==> src/rtl/gpio_bank_pkg.sv <==
// ============================================================================
//  Module : gpio_bank_pkg
//  Purpose: Shared constants for the gpio_bank peripheral. This package holds
//           the register offsets inside one channel window and the address
//           stride between consecutive channel windows.
//  Rev    : 1.0  initial release
// ============================================================================
`default_nettype none

package gpio_bank_pkg;

    localparam logic [2:0] OFF_OUT  = 3'd0;  // output value, rw
    localparam logic [2:0] OFF_DIR  = 3'd1;  // output enable, rw
    localparam logic [2:0] OFF_IN   = 3'd2;  // synchronised pin value, ro
    localparam logic [2:0] OFF_EN   = 3'd3;  // interrupt enable, rw
    localparam logic [2:0] OFF_STAT = 3'd4;  // interrupt status, write-1-to-clear
    localparam logic [2:0] OFF_SET  = 3'd5;  // OUT |= data, wo
    localparam logic [2:0] OFF_CLR  = 3'd6;  // OUT &= ~data, wo
    localparam logic [2:0] OFF_POL  = 3'd7;  // edge polarity, 1 = rising

    localparam int CH_STRIDE = 8;

endpackage

`default_nettype wire

==> src/rtl/gpio_channel.sv <==
// ============================================================================
//  Module : gpio_channel
//  Purpose: One GPIO channel. It holds the register set, the input
//           synchroniser, the edge detector and the interrupt status.
//  Ports  : clk_i, rst_ni      clock, asynchronous active-low reset
//           we_i, off_i        decoded write strobe and register offset
//           wdata_i            write data (channel width)
//           warm_ok_i          edge events are allowed
//           pin_i              raw pin inputs (asynchronous)
//           rdata_o            combinational read value for off_i
//           out_o, oe_o        pin drive value and output enable
//           irq_any_o          OR of (status & enable)
//  Rev    : 1.0  initial release
// ============================================================================
`default_nettype none

module gpio_channel
    import gpio_bank_pkg::*;
#(
    parameter int WIDTH = 31
) (
    input  logic             clk_i,
    input  logic             rst_ni,
    input  logic             we_i,
    input  logic [2:0]       off_i,
    input  logic [WIDTH-1:0] wdata_i,
    input  logic             warm_ok_i,
    input  logic [WIDTH-1:0] pin_i,
    output logic [WIDTH-1:0] rdata_o,
    output logic [WIDTH-1:0] out_o,
    output logic [WIDTH-1:0] oe_o,
    output logic             irq_any_o
);

    logic [WIDTH-1:0] out_q, out_d;
    logic [WIDTH-1:0] dir_q, dir_d;
    logic [WIDTH-1:0] en_q, en_d;
    logic [WIDTH-1:0] stat_q, stat_d;
    logic [WIDTH-1:0] pol_q, pol_d;
    logic [WIDTH-1:0] sync1_q, sync2_q, prev_q;
    logic [WIDTH-1:0] stat_clr;
    logic [WIDTH-1:0] edge_ev;

    always_comb begin
        out_d    = out_q;
        dir_d    = dir_q;
        en_d     = en_q;
        pol_d    = pol_q;
        stat_clr = '0;

        // Rising edge for POL=1 bits and falling edge for POL=0 bits.
        edge_ev = (pol_q & ~prev_q & sync2_q) | (~pol_q & prev_q & ~sync2_q);
        if (!warm_ok_i) begin
            edge_ev = '0;
        end

        if (we_i) begin
            case (off_i)
                OFF_OUT:  out_d    = wdata_i;
                OFF_DIR:  dir_d    = wdata_i;
                OFF_EN:   en_d     = wdata_i;
                OFF_STAT: stat_clr = wdata_i;
                OFF_SET:  out_d    = out_q | wdata_i;
                OFF_CLR:  out_d    = out_q & ~wdata_i;
                OFF_POL:  pol_d    = wdata_i;
                default:  ;  // IN is read-only
            endcase
        end

        // Clear first, then set. A new event wins over a same-cycle W1C.
        stat_d = (stat_q & ~stat_clr) | edge_ev;
    end

    always_ff @(posedge clk_i or negedge rst_ni) begin
        if (!rst_ni) begin
            out_q   <= '0;
            dir_q   <= '0;
            en_q    <= '0;
            stat_q  <= '0;
            pol_q   <= '0;
            sync1_q <= '0;
            sync2_q <= '0;
            prev_q  <= '0;
        end else begin
            out_q   <= out_d;
            dir_q   <= dir_d;
            en_q    <= en_d;
            stat_q  <= stat_d;
            pol_q   <= pol_d;
            sync1_q <= pin_i;
            sync2_q <= sync1_q;
            prev_q  <= sync2_q;
        end
    end

    always_comb begin
        rdata_o = '0;
        case (off_i)
            OFF_OUT:  rdata_o = out_q;
            OFF_DIR:  rdata_o = dir_q;
            OFF_IN:   rdata_o = sync2_q;
            OFF_EN:   rdata_o = en_q;
            OFF_STAT: rdata_o = stat_q;
            OFF_POL:  rdata_o = pol_q;
            default:  rdata_o = '0;  // SET / CLR read as zero
        endcase
    end

    assign out_o     = out_q;
    assign oe_o      = dir_q;
    assign irq_any_o = |(stat_q & en_q);

endmodule

`default_nettype wire

==> src/rtl/gpio_bank.sv <==
// ============================================================================
//  Module : gpio_bank
//  Purpose: Memory-mapped GPIO bank with NUM_CH channels of WIDTH bits on the
//           CPU IO bus. It provides per-bit direction, synchronised read-back,
//           atomic set/clear and edge interrupts.
//  Ports  : CLK, Reset                    clock, asynchronous active-low reset
//           AddressIO, DataWrite          IO bus address and write data
//           WriteIO, ReadIO               one-cycle access strobes
//           DataRead, ReadValid           registered read data and valid
//           GPIO_In, GPIO_Out, GPIO_OE    pin interface
//           IRQ                           registered level interrupt
//  Rev    : 1.0  initial release
// ============================================================================
`default_nettype none

module gpio_bank
    import gpio_bank_pkg::*;
#(
    parameter int NUM_CH    = 2,
    parameter int WIDTH     = 31,
    parameter int DATA_W    = 32,
    parameter int ADDR_W    = 9,
    parameter int BASE_ADDR = 40
) (
    input  logic                    CLK,
    input  logic                    Reset,
    input  logic [ADDR_W-1:0]       AddressIO,
    input  logic [DATA_W-1:0]       DataWrite,
    input  logic                    WriteIO,
    input  logic                    ReadIO,
    output logic [DATA_W-1:0]       DataRead,
    output logic                    ReadValid,
    input  logic [NUM_CH*WIDTH-1:0] GPIO_In,
    output logic [NUM_CH*WIDTH-1:0] GPIO_Out,
    output logic [NUM_CH*WIDTH-1:0] GPIO_OE,
    output logic                    IRQ
);

    localparam logic [ADDR_W:0] ADDR_LO = (ADDR_W+1)'(BASE_ADDR);
    localparam logic [ADDR_W:0] ADDR_HI = (ADDR_W+1)'(BASE_ADDR + CH_STRIDE*NUM_CH);

    logic              hit;
    logic [ADDR_W-1:0] rel;
    logic [2:0]        off;
    logic [NUM_CH-1:0] ch_sel;
    logic [NUM_CH-1:0] irq_any;
    logic [WIDTH-1:0]  ch_rdata [NUM_CH];
    logic [DATA_W-1:0] rd_ext;
    logic [1:0]        warm_q;
    logic              warm_ok;
    logic [DATA_W-1:0] data_read_q;
    logic              read_valid_q;
    logic              irq_q;

    assign hit     = ({1'b0, AddressIO} >= ADDR_LO) && ({1'b0, AddressIO} < ADDR_HI);
    assign rel     = AddressIO - ADDR_LO[ADDR_W-1:0];
    assign off     = rel[2:0];
    assign warm_ok = (warm_q == 2'd3);

    for (genvar g = 0; g < NUM_CH; g++) begin : g_ch
        assign ch_sel[g] = hit && (rel[ADDR_W-1:3] == (ADDR_W-3)'(g));

        gpio_channel #(
            .WIDTH (WIDTH)
        ) u_ch (
            .clk_i     (CLK),
            .rst_ni    (Reset),
            .we_i      (WriteIO && ch_sel[g]),
            .off_i     (off),
            .wdata_i   (DataWrite[WIDTH-1:0]),
            .warm_ok_i (warm_ok),
            .pin_i     (GPIO_In[g*WIDTH +: WIDTH]),
            .rdata_o   (ch_rdata[g]),
            .out_o     (GPIO_Out[g*WIDTH +: WIDTH]),
            .oe_o      (GPIO_OE[g*WIDTH +: WIDTH]),
            .irq_any_o (irq_any[g])
        );
    end

    // Zero-extended read mux. This form also holds for WIDTH == DATA_W.
    always_comb begin
        rd_ext = '0;
        for (int i = 0; i < NUM_CH; i++) begin
            if (ch_sel[i]) begin
                rd_ext[WIDTH-1:0] = ch_rdata[i];
            end
        end
    end

    always_ff @(posedge CLK or negedge Reset) begin
        if (!Reset) begin
            warm_q       <= 2'd0;
            data_read_q  <= '0;
            read_valid_q <= 1'b0;
            irq_q        <= 1'b0;
        end else begin
            // Saturating counter: edge events stay masked for the first three cycles.
            if (!warm_ok) begin
                warm_q <= warm_q + 2'd1;
            end
            read_valid_q <= ReadIO && hit;
            if (ReadIO && hit) begin
                data_read_q <= rd_ext;
            end
            irq_q <= |irq_any;
        end
    end

    assign DataRead  = data_read_q;
    assign ReadValid = read_valid_q;
    assign IRQ       = irq_q;

endmodule

`default_nettype wire

==> config.mk <==
export PLATFORM = sky130hd
export DESIGN_NAME = gpio_bank
export DESIGN_NICKNAME = d
export VERILOG_FILES = /design/src/rtl/gpio_bank_pkg.sv /design/src/rtl/gpio_channel.sv /design/src/rtl/gpio_bank.sv
export SDC_FILE = /design/constraint.sdc
export NUM_CORES = 1
export LEC_CHECK = 0
export CAP_MARGIN = 20
export CORE_MARGIN = 2
export CORE_UTILIZATION = 52
export CTS_CLUSTER_SIZE = 24
export DETAILED_ROUTE_END_ITERATION = 10
export GPL_ROUTABILITY_DRIVEN = 1
export PLACE_DENSITY = 0.75
export SLEW_MARGIN = 40
export SYNTH_ARGS = -nofsm -noshare
export SYNTH_HDL_FRONTEND = slang
export SYNTH_HIERARCHICAL = 1
export SYNTH_SLANG_ARGS = --single-unit
==> constraint.sdc <==
create_clock -name CLK -period 2.3 [get_ports CLK]
set_clock_uncertainty 0.1 [all_clocks]
set_input_delay 0.46 -clock CLK [delete_from_list [all_inputs] [get_ports CLK]]
set_output_delay 0.46 -clock CLK [all_outputs]
set_load 0.02 [all_outputs]
==> flow_summary.html, run 1 <==
<table>
<tr><th>Metric</th><th>Value</th></tr>
<tr><th colspan="2">Status</th></tr>
<tr><td>Status</td><td>complete, no violations</td></tr>
<tr><th colspan="2">Power and ir drop</th></tr>
<tr><td>Combinational group share of total power</td><td>8.5%</td></tr>
<tr><td>Net switching component of the power</td><td>5.09 mW</td></tr>
<tr><td>IR drop worst, VDD</td><td>0.661 mV</td></tr>
<tr><td>Total power density per cell area</td><td>765 mW/mm^2</td></tr>
<tr><td>Overall Power</td><td>21.9 mW</td></tr>
<tr><td>Sequential share of power</td><td>45.6%</td></tr>
<tr><td>Switching Fraction</td><td>23.2%</td></tr>
<tr><td>Clock share of power</td><td>45.9%</td></tr>
<tr><td>Design internal power</td><td>16.8 mW</td></tr>
<tr><td>Leakage power summed over all cells</td><td>12.9 nW</td></tr>
<tr><th colspan="2">Worst setup path</th></tr>
<tr><td>WP buf/inv</td><td>1</td></tr>
<tr><td>CP Launch Type</td><td>flip-flop</td></tr>
<tr><td>Delay-heaviest family, CP</td><td>buffers and inverters</td></tr>
<tr><td>Required time of the worst setup path</td><td>1.74 ns</td></tr>
<tr><td>Peak fanout along the critical path</td><td>3</td></tr>
<tr><td>Worst Setup End Kind</td><td>output port</td></tr>
<tr><td>Worst path slowest cell</td><td>clkdlybuf4s50_1</td></tr>
<tr><td>Worst-path cell chain</td><td>clkdlybuf4s50_1</td></tr>
<tr><td>Setup Crit Path Kind</td><td>reg -&gt; out</td></tr>
<tr><td>Critical Path AT</td><td>1.72 ns</td></tr>
<tr><td>Largest incremental delay on the critical path</td><td>0.65 ns</td></tr>
<tr><th colspan="2">Clock network</th></tr>
<tr><td>Clock-pin slew on the worst setup and hold paths</td><td>0.06 ns</td></tr>
<tr><td>Number of sinks handled by clock tree synthesis</td><td>531</td></tr>
<tr><td>Postcts setup bufs</td><td>0</td></tr>
<tr><td>Htree depth</td><td>2</td></tr>
<tr><td>Root buf cell</td><td>clkbuf_16</td></tr>
<tr><td>TritonCTS clock tree</td><td>done</td></tr>
<tr><td>Number of buffers on the longest clock path</td><td>3</td></tr>
<tr><td>Cts bufs inserted</td><td>54</td></tr>
<tr><td>Worst skew pair latency</td><td>0.61 ns</td></tr>
<tr><th colspan="2">Timing</th></tr>
<tr><td>Worst-case headroom to the max-slew limit</td><td>49.7%</td></tr>
<tr><td>Minimum period implied by the final worst setup slack</td><td>2.28 ns</td></tr>
<tr><td>Maximum clock frequency</td><td>439 MHz</td></tr>
<tr><td>Transition at the pin with the smallest max-transition slack</td><td>0.755 ns</td></tr>
<tr><td>Tcrit/Tclk final</td><td>99.0%</td></tr>
<tr><td>Unrepaired setup endpoints after global routing</td><td>no</td></tr>
<tr><td>Final hold viol count</td><td>0</td></tr>
<tr><td>Total negative slack</td><td>0 ns</td></tr>
<tr><td>Min setup slack post-route</td><td>0.0233 ns</td></tr>
<tr><td>Final setup violation count</td><td>0</td></tr>
<tr><td>Worst hold margin</td><td>0.187 ns</td></tr>
<tr><td>Total count of max-transition violations in the final report</td><td>0</td></tr>
<tr><th colspan="2">Drt</th></tr>
<tr><td>Highest metal layer with signal wires</td><td>met4</td></tr>
<tr><td>Number of DRC violations after detailed routing</td><td>0</td></tr>
<tr><td>Total length of routed met2 wires</td><td>32.9 mm</td></tr>
<tr><td>Drt total wl</td><td>69.5 mm</td></tr>
<tr><td>Via count of the routed design</td><td>17,726</td></tr>
<tr><td>Routed wirelength normalized by instance count</td><td>24.7 microns</td></tr>
<tr><td>First DRT Iteration DRCs</td><td>1,799</td></tr>
<tr><td>Met3 Wirelength</td><td>5.52 mm</td></tr>
<tr><td>Routed metal-1 wire length</td><td>27.5 mm</td></tr>
<tr><td>First-pass iteration count of the detailed router</td><td>8</td></tr>
<tr><td>Antenna Nets Post-Route</td><td>0</td></tr>
<tr><td>Via/cell ratio</td><td>6.30</td></tr>
<tr><th colspan="2">Floorplan</th></tr>
<tr><td>Initial cell density of the core</td><td>52.7%</td></tr>
<tr><td>Number of placement rows</td><td>76</td></tr>
<tr><td>Floorplan die area</td><td>0.0454 sq mm</td></tr>
<tr><td>Width of the die</td><td>213 microns</td></tr>
<tr><td>Top Ports</td><td>265</td></tr>
<tr><td>Area of the placeable core</td><td>0.0432 sq mm</td></tr>
<tr><td>Vertical extent of the die</td><td>213 microns</td></tr>
<tr><th colspan="2">Placed design</th></tr>
<tr><td>GP Congestion</td><td>0.865</td></tr>
<tr><td>Number of buffers added on ports</td><td>262</td></tr>
<tr><td>Post-detailed-placement half-perimeter wirelength</td><td>46.4 mm</td></tr>
<tr><td>Area post-placement</td><td>0.0266 sq mm</td></tr>
<tr><td>Pre-CTS worst setup slack</td><td>-0.461 ns</td></tr>
<tr><td>Dpl cells</td><td>2,713</td></tr>
<tr><th colspan="2">Yosys</th></tr>
<tr><td>Synthesized area divided by synthesized cell count</td><td>12.0 sq um</td></tr>
<tr><td>Total of warnings raised by yosys</td><td>6</td></tr>
<tr><td>Register area share after synthesis</td><td>58.4%</td></tr>
<tr><td>Register bit total from synthesis</td><td>531</td></tr>
<tr><td>Number of library cell types mapped by synthesis</td><td>39</td></tr>
<tr><td>Area of the mapped netlist</td><td>0.0228 sq mm</td></tr>
<tr><td>Post-synthesis cell count</td><td>1,901</td></tr>
<tr><td>Post-Synthesis Net Count</td><td>2,009</td></tr>
<tr><th colspan="2">Global route</th></tr>
<tr><td>All-Layer GR Usage</td><td>31.0%</td></tr>
<tr><td>Total global routing overflow</td><td>0</td></tr>
<tr><td>Initial antenna violation count</td><td>1</td></tr>
<tr><td>Wire length of the first global-routing pass</td><td>105 mm</td></tr>
<tr><td>Vias in the first global route</td><td>17,704</td></tr>
<tr><td>Maximum number of pins on one net before global-route repair</td><td>94</td></tr>
<tr><th colspan="2">Final layout</th></tr>
<tr><td>Synthesis-to-finish area growth</td><td>26.0%</td></tr>
<tr><td>Final net count</td><td>2,293</td></tr>
<tr><td>Fraction of layout cells with a size suffix above 1</td><td>15.8%</td></tr>
<tr><td>Final instance area</td><td>0.0287 sq mm</td></tr>
<tr><td>Share of the core filled with cells</td><td>66.4%</td></tr>
<tr><td>Final Instance Count excl. Fillers</td><td>2,814</td></tr>
<tr><th colspan="2">Run</th></tr>
<tr><td>Max-Cap Viols</td><td>0</td></tr>
<tr><th colspan="2">Hold path</th></tr>
<tr><td>Hold WC Path Type</td><td>in -&gt; reg</td></tr>
</table>
## power groups by stage
| stage | clock (mW) | sequential, mW | combinational [mW] |
|---|---|---|---|
| floorplan | 0 | 10.2 | 0.648 |
| global placement | 0 | 10.1 | 1.82 |
| detailed placement | 0 | 10.1 | 1.86 |
| CTS | 10.2 | 9.98 | 1.88 |
| global route | 10.6 | 10.0 | 2.01 |
| finish | 10.1 | 9.99 | 1.87 |
## state kept, by name, summed over array words and instances, names as in the netlist
| signal | flops |
|---|---|
| ReadValid | 1 |
| g_ch.u_ch/stat_q | 62 |
| warm_q | 2 |
| DataRead | 31 |
| IRQ | 1 |
| g_ch.u_ch/sync1_q | 62 |
| g_ch.u_ch/oe_o | 62 |
| g_ch.u_ch/prev_q | 62 |
| g_ch.u_ch/pol_q | 62 |
| g_ch.u_ch/en_q | 62 |
| g_ch.u_ch/sync2_q | 62 |
| g_ch.u_ch/out_o | 62 |
## cell usage in the layout, fill, tap and decap left out, drive strengths merged, types with 2 or more instances in the layout
master / Yosys / layout
clkdlybuf4s50: 0 / 243
nor2b: 2 / 2
bufinv: 0 / 12
a222oi: 2 / 2
dlymetal6s2s: 0 / 8
and2: 5 / 5
nand2: 192 / 192
and3: 35 / 35
nor3b: 41 / 41
dfrtp: 531 / 531
nor3: 2 / 2
mux2: 187 / 187
clkinv: 0 / 6
nor2: 64 / 64
a221oi: 2 / 2
clkbuf: 54 / 78
o21ai: 124 / 124
nand4: 35 / 35
nand3b: 2 / 2
xor2: 4 / 4
dlygate4sd2: 0 / 7
a22oi: 210 / 210
inv: 31 / 31
nand3: 66 / 66
clkinvlp: 0 / 3
o211ai: 31 / 31
buf: 85 / 108
and3b: 31 / 31
a311oi: 31 / 31
or4: 2 / 2
a22o: 126 / 126
## synthesized netlist by cell type (all sizes together)
cell type / count / share of area (%)
inv: 31 / 0.51
nand2: 192 / 3.2
a311oi: 31 / 1.2
nand3: 66 / 1.5
or4: 2 / 0.066
xnor2: 1 / 0.039
buf: 85 / 2.8
and3: 35 / 0.96
ha: 1 / 0.055
nand3b: 2 / 0.066
nor3: 2 / 0.044
o21ai: 124 / 2.7
nor3b: 41 / 1.6
a221oi: 2 / 0.077
nand4: 35 / 0.96
nor2: 64 / 1.1
a22oi: 210 / 6.9
nor4b: 1 / 0.10
clkbuf: 54 / 0.91
or2: 1 / 0.028
xor2: 4 / 0.15
and2: 5 / 0.14
a22o: 126 / 4.9
o21a: 1 / 0.033
mux2: 187 / 9.3
and3b: 31 / 1.2
conb: 1 / 0.016
a222oi: 2 / 0.088
nor2b: 2 / 0.055
o211ai: 31 / 1.0
dfrtp: 531 / 58
## area by class of cell
type | instances | area [sq um]
Tap cell | 585 | 732
Inverter | 31 | 116
Antenna cell | 1 | 2.50
Clock inverter | 21 | 413
Fill cell | 3227 | 14500
Timing Repair Buffer | 367 | 3900
Clock buffer | 78 | 1670
Multi-Input combinational cell | 1200 | 8560
Sequential cell | 531 | 13300
## final timing paths
path                                                    from                                  to  slack, ns  depth (start not counted)
setup / recovery            g_ch[1].u_ch/oe_o[0]$_DFFE_PN0P_                         GPIO_OE[31]       0.02                          1
hold / removal                                   GPIO_In[39]   g_ch[1].u_ch/sync1_q[8]$_DFF_PN0_       0.19                          1
setup reg to reg           g_ch[1].u_ch/en_q[28]$_DFFE_PN0P_                       IRQ$_DFF_PN0_       0.05                          5
hold reg to reg            g_ch[0].u_ch/sync1_q[8]$_DFF_PN0_   g_ch[0].u_ch/sync2_q[8]$_DFF_PN0_       0.24                          0
max in group asynchronous                              Reset    g_ch[1].u_ch/stat_q[5]$_DFF_PN0_       1.06                          4
min in group asynchronous                              Reset  g_ch[0].u_ch/sync2_q[13]$_DFF_PN0_       0.23                          2
## timing repair
action                                 4_1_cts  5_1_grt
gates resized for setup                      8        9
endpoints found under the hold margin      137        0
pin swaps                                    0        0
setup endpoints to repair                    8        9
hold buffers                                 1        0
## logic make-up (layout without fill, tap and decap cells)
group	Yosys count	in the layout	synth area share (%)
AO/OA/AOI/OAI	527	527	16.9
XOR/XNOR	5	5	0.192
adder cells (fa/ha/maj)	1	1	0.0550
buffers and inverters	170	497	4.26
flip-flops	531	531	58.4
multiplexers	187	187	9.26
other	1	2	0.0165
AND/OR/NAND/NOR	479	479	10.9
## routing by layer
layer  vias up  track usage (%)
li1       7656                -
met1      9006             41.6
met2       892             49.0
met3       172             4.94
met4         0             16.3
met5         -                0
(Power assumes the default switching activity.)
==> run 2, diff against run 1 <==
clock period = 2.67 ns   (was 2.3 ns; I/O delays follow)
==> run 2 against run 1 <==
Die area unchanged. Via count shrank 0.24%. Design area down 1.0%. Worst hold slack gained 0.060 ns. Flip-flop and latch count stayed put. Cell count fell by 0.18%. Non-clock buffer count fell by 11. Core utilization down 0.70 points. Clock power shrank 19%. Sequential power down 14%. Count of clock-buffer cells in the layout rose by 5. Power fell by 16%. Critical path type unchanged. Critical endpoint is now DataRead[14]. Largest power group is now sequential cells. Highest routed layer unchanged.
==> flow_summary.html, run 2 (synthesized netlist as in run 1, its figures left out) <==
<table>
<tr><th>Metric</th><th>Value</th></tr>
<tr><th colspan="2">Status</th></tr>
<tr><td>Status</td><td>complete, no violations</td></tr>
<tr><th colspan="2">Drt</th></tr>
<tr><td>Via/cell ratio</td><td>6.30 (about the same)</td></tr>
<tr><td>Highest metal layer with signal wires</td><td>met4</td></tr>
<tr><td>Number of DRC violations after detailed routing</td><td>0 (unchanged)</td></tr>
<tr><td>First-pass iteration count of the detailed router</td><td>6 (-2)</td></tr>
<tr><td>Antenna Nets Post-Route</td><td>0 (unchanged)</td></tr>
<tr><td>Routed wirelength normalized by instance count</td><td>24.6 microns (-0.19%)</td></tr>
<tr><td>Via count of the routed design</td><td>17,683 (-0.24%)</td></tr>
<tr><td>Met3 Wirelength</td><td>5.63 mm (+1.9%)</td></tr>
<tr><td>First DRT Iteration DRCs</td><td>1,814 (+0.83%)</td></tr>
<tr><td>Routed metal-1 wire length</td><td>27.9 mm (+1.5%)</td></tr>
<tr><td>Drt total wl</td><td>69.2 mm (-0.36%)</td></tr>
<tr><td>Total length of routed met2 wires</td><td>32.5 mm (-1.4%)</td></tr>
<tr><th colspan="2">Final layout</th></tr>
<tr><td>Most common cell after layout, fill and taps aside</td><td>dfrtp_1</td></tr>
<tr><td>Fraction of layout cells with a size suffix above 1</td><td>15.3% (-0.49 points)</td></tr>
<tr><td>Final net count</td><td>2,283 (-0.44%)</td></tr>
<tr><td>Most frequent cells in the layout</td><td>dfrtp_1, clkdlybuf4s50_1, a22oi_1</td></tr>
<tr><td>Final instance area</td><td>0.0284 sq mm (-1.0%)</td></tr>
<tr><td>Share of the core filled with cells</td><td>65.7% (-0.70 points)</td></tr>
<tr><td>Synthesis-to-finish area growth</td><td>24.7%</td></tr>
<tr><th colspan="2">Placed design</th></tr>
<tr><td>Area post-placement</td><td>0.0264 sq mm (-0.64%)</td></tr>
<tr><td>Number of buffers added on ports</td><td>262 (unchanged)</td></tr>
<tr><td>Post-detailed-placement half-perimeter wirelength</td><td>46.4 mm (about the same)</td></tr>
<tr><td>Pre-CTS worst setup slack</td><td>-0.139 ns (+0.322 ns)</td></tr>
<tr><td>GP Congestion</td><td>0.898 (+3.8%)</td></tr>
<tr><th colspan="2">Power and ir drop</th></tr>
<tr><td>Total power density per cell area</td><td>647 mW/mm^2 (-15%)</td></tr>
<tr><td>Leakage power summed over all cells</td><td>12.7 nW (-1.3%)</td></tr>
<tr><td>IR drop worst, VDD</td><td>0.407 mV (-38%)</td></tr>
<tr><th colspan="2">Worst setup path</th></tr>
<tr><td>Worst-path cell chain</td><td>clkdlybuf4s50_1</td></tr>
<tr><td>Worst path slowest cell</td><td>clkdlybuf4s50_1</td></tr>
<tr><td>Peak fanout along the critical path</td><td>4 (+1)</td></tr>
<tr><td>Worst Setup End Kind</td><td>output port</td></tr>
<tr><td>WP buf/inv</td><td>1 (unchanged)</td></tr>
<tr><td>CP Launch Type</td><td>flip-flop</td></tr>
<tr><td>Critical Path AT</td><td>1.78 ns (+0.06 ns)</td></tr>
<tr><td>Delay-heaviest family, CP</td><td>buffers and inverters</td></tr>
<tr><td>Setup Crit Path Kind</td><td>reg -&gt; out</td></tr>
<tr><td>Largest incremental delay on the critical path</td><td>0.79 ns (+0.14 ns)</td></tr>
<tr><td>Required time of the worst setup path</td><td>2.04 ns (+0.30 ns)</td></tr>
<tr><th colspan="2">Timing</th></tr>
<tr><td>Worst-case headroom to the max-slew limit</td><td>48.8% (-0.90 points)</td></tr>
<tr><td>Final setup violation count</td><td>0 (unchanged)</td></tr>
<tr><td>Min setup slack post-route</td><td>0.256 ns (+0.233 ns)</td></tr>
<tr><td>Final hold viol count</td><td>0 (unchanged)</td></tr>
<tr><td>Unrepaired setup endpoints after global routing</td><td>no</td></tr>
<tr><td>Transition at the pin with the smallest max-transition slack</td><td>0.768 ns (+0.0134 ns)</td></tr>
<tr><td>Total count of max-transition violations in the final report</td><td>0 (unchanged)</td></tr>
<tr><td>Minimum period implied by the final worst setup slack</td><td>2.41 ns</td></tr>
<tr><td>Tcrit/Tclk final</td><td>90.4%</td></tr>
<tr><td>Maximum clock frequency</td><td>414 MHz</td></tr>
<tr><th colspan="2">Clock network</th></tr>
<tr><td>Clock-pin slew on the worst setup and hold paths</td><td>0.06 ns (about the same)</td></tr>
<tr><td>Number of buffers on the longest clock path</td><td>3 (unchanged)</td></tr>
<tr><td>TritonCTS clock tree</td><td>done</td></tr>
<tr><td>Worst skew pair latency</td><td>0.60 ns (about the same)</td></tr>
<tr><td>Number of sinks handled by clock tree synthesis</td><td>531 (unchanged)</td></tr>
<tr><td># resized after CTS</td><td>0 (-8)</td></tr>
<tr><td>Htree depth</td><td>2 (unchanged)</td></tr>
<tr><td>Root buf cell</td><td>clkbuf_16</td></tr>
<tr><td>Cts bufs inserted</td><td>55 (+1.9%)</td></tr>
<tr><th colspan="2">Hold path</th></tr>
<tr><td>Hold WC Path Type</td><td>reg -&gt; reg</td></tr>
<tr><th colspan="2">Global route</th></tr>
<tr><td>Wire length of the first global-routing pass</td><td>105 mm (-0.58%)</td></tr>
<tr><td>Vias in the first global route</td><td>17,627 (-0.43%)</td></tr>
<tr><td>Maximum number of pins on one net before global-route repair</td><td>93 (-1.1%)</td></tr>
<tr><td>Initial antenna violation count</td><td>2 (+1)</td></tr>
<tr><td>All-Layer GR Usage</td><td>30.7% (-0.33 points)</td></tr>
<tr><td>Total global routing overflow</td><td>0 (unchanged)</td></tr>
<tr><th colspan="2">Floorplan</th></tr>
<tr><td>Initial cell density of the core</td><td>52.7% (unchanged)</td></tr>
<tr><td>Width of the die</td><td>213 microns (unchanged)</td></tr>
<tr><td>Top Ports</td><td>265 (unchanged)</td></tr>
<tr><td>Area of the placeable core</td><td>0.0432 sq mm (unchanged)</td></tr>
<tr><td>Number of placement rows</td><td>76 (unchanged)</td></tr>
<tr><td>Floorplan die area</td><td>0.0454 sq mm (unchanged)</td></tr>
<tr><td>Vertical extent of the die</td><td>213 microns (unchanged)</td></tr>
<tr><th colspan="2">Run</th></tr>
<tr><td>Max-Cap Viols</td><td>0 (unchanged)</td></tr>
</table>
[run 2: cell types whose count changed in the layout (fill, tap and decap cells not counted), moves of 2 or more]
cell	change
buf_12	-7
buf_4	-4
bufinv_16	-6
clkbuf_1	+3
clkbuf_8	+2
clkdlybuf4s50_1	+15
clkinv_2	+5
clkinv_4	+2
clkinvlp_4	-2
diode_2	+2
dlygate4sd2_1	-7
dlymetal6s2s_1	-8
[run 2: layer usage]
metal  global-route usage (%)  up-vias
met1                     41.6     8954
met4                     14.7        0
met5                        0        -
met3                     5.66      167
li1                         -     7651
met2                     48.0      911
[run 2: where the power goes]
| group | switching (mW) | total [mW] | internal (mW) | leakage [nW] |
|---|---|---|---|---|
| logic | 0.917 | 1.59 | 0.671 | 5.27 |
| clock network | 3.19 | 8.16 | 4.97 | 0.977 |
| registers | 0.260 | 8.60 | 8.34 | 6.47 |
| total | 4.37 | 18.3 | 14.0 | 12.7 |
[run 2: repair_timing]
item | in CTS | in global routing
hold buffers | 1 | 0
endpoints found under the hold margin | 47 | 0
setup buffers | 0 | 0
[run 2: worst paths after layout]
kind                                                        start  cells after the start                            endpoint  slack, ns
worst max register to register  g_ch[0].u_ch/en_q[28]$_DFFE_PN0P_                      5                       IRQ$_DFF_PN0_       0.26
max in group asynchronous                                   Reset                      3  g_ch[1].u_ch/sync2_q[21]$_DFF_PN0_       1.27
min in group asynchronous                                   Reset                      2  g_ch[0].u_ch/sync1_q[13]$_DFF_PN0_       0.39
worst min register to register  g_ch[1].u_ch/sync1_q[8]$_DFF_PN0_                      0   g_ch[1].u_ch/sync2_q[8]$_DFF_PN0_       0.25
worst min-delay path            g_ch[1].u_ch/sync1_q[8]$_DFF_PN0_                      0   g_ch[1].u_ch/sync2_q[8]$_DFF_PN0_       0.25
worst max-delay path                     DataRead[14]$_DFFE_PN0P_                      1                        DataRead[14]       0.26
[run 2: area by class of cell]
cell class | instances | area [sq um]
Fill cell | 3278 | 14800
Sequential cell | 531 | 13300
Multi-Input combinational cell | 1200 | 8550
Timing Repair Buffer | 356 | 3720
Clock buffer | 83 | 1700
Tap cell | 585 | 732
Clock inverter | 20 | 260
Inverter | 31 | 116
Antenna cell | 3 | 7.51
[run 2: per-stage QoR]
stage	hold slack, ns	instances	setup TNS (ns)	total power, mW
6_report	0.247	2809	0	18.3
5_1_grt	0.249	2808	0	18.9
4_1_cts	0.247	2806	0	18.4
3_5_place_dp	0.235	2702	-14.73	10.3
3_3_place_gp	0.232	2702	-7.63	10.3
2_1_floorplan	0.138	1901	0	9.32
[run 2: worst reg2reg max path, stage by stage, from the launching register on]
cell and delay (ns):
dfrtp_1 0.39, a22o_1 0.24, a221oi_1 0.38, nand3_1 0.16, or4_1 0.66, or2_2 0.34
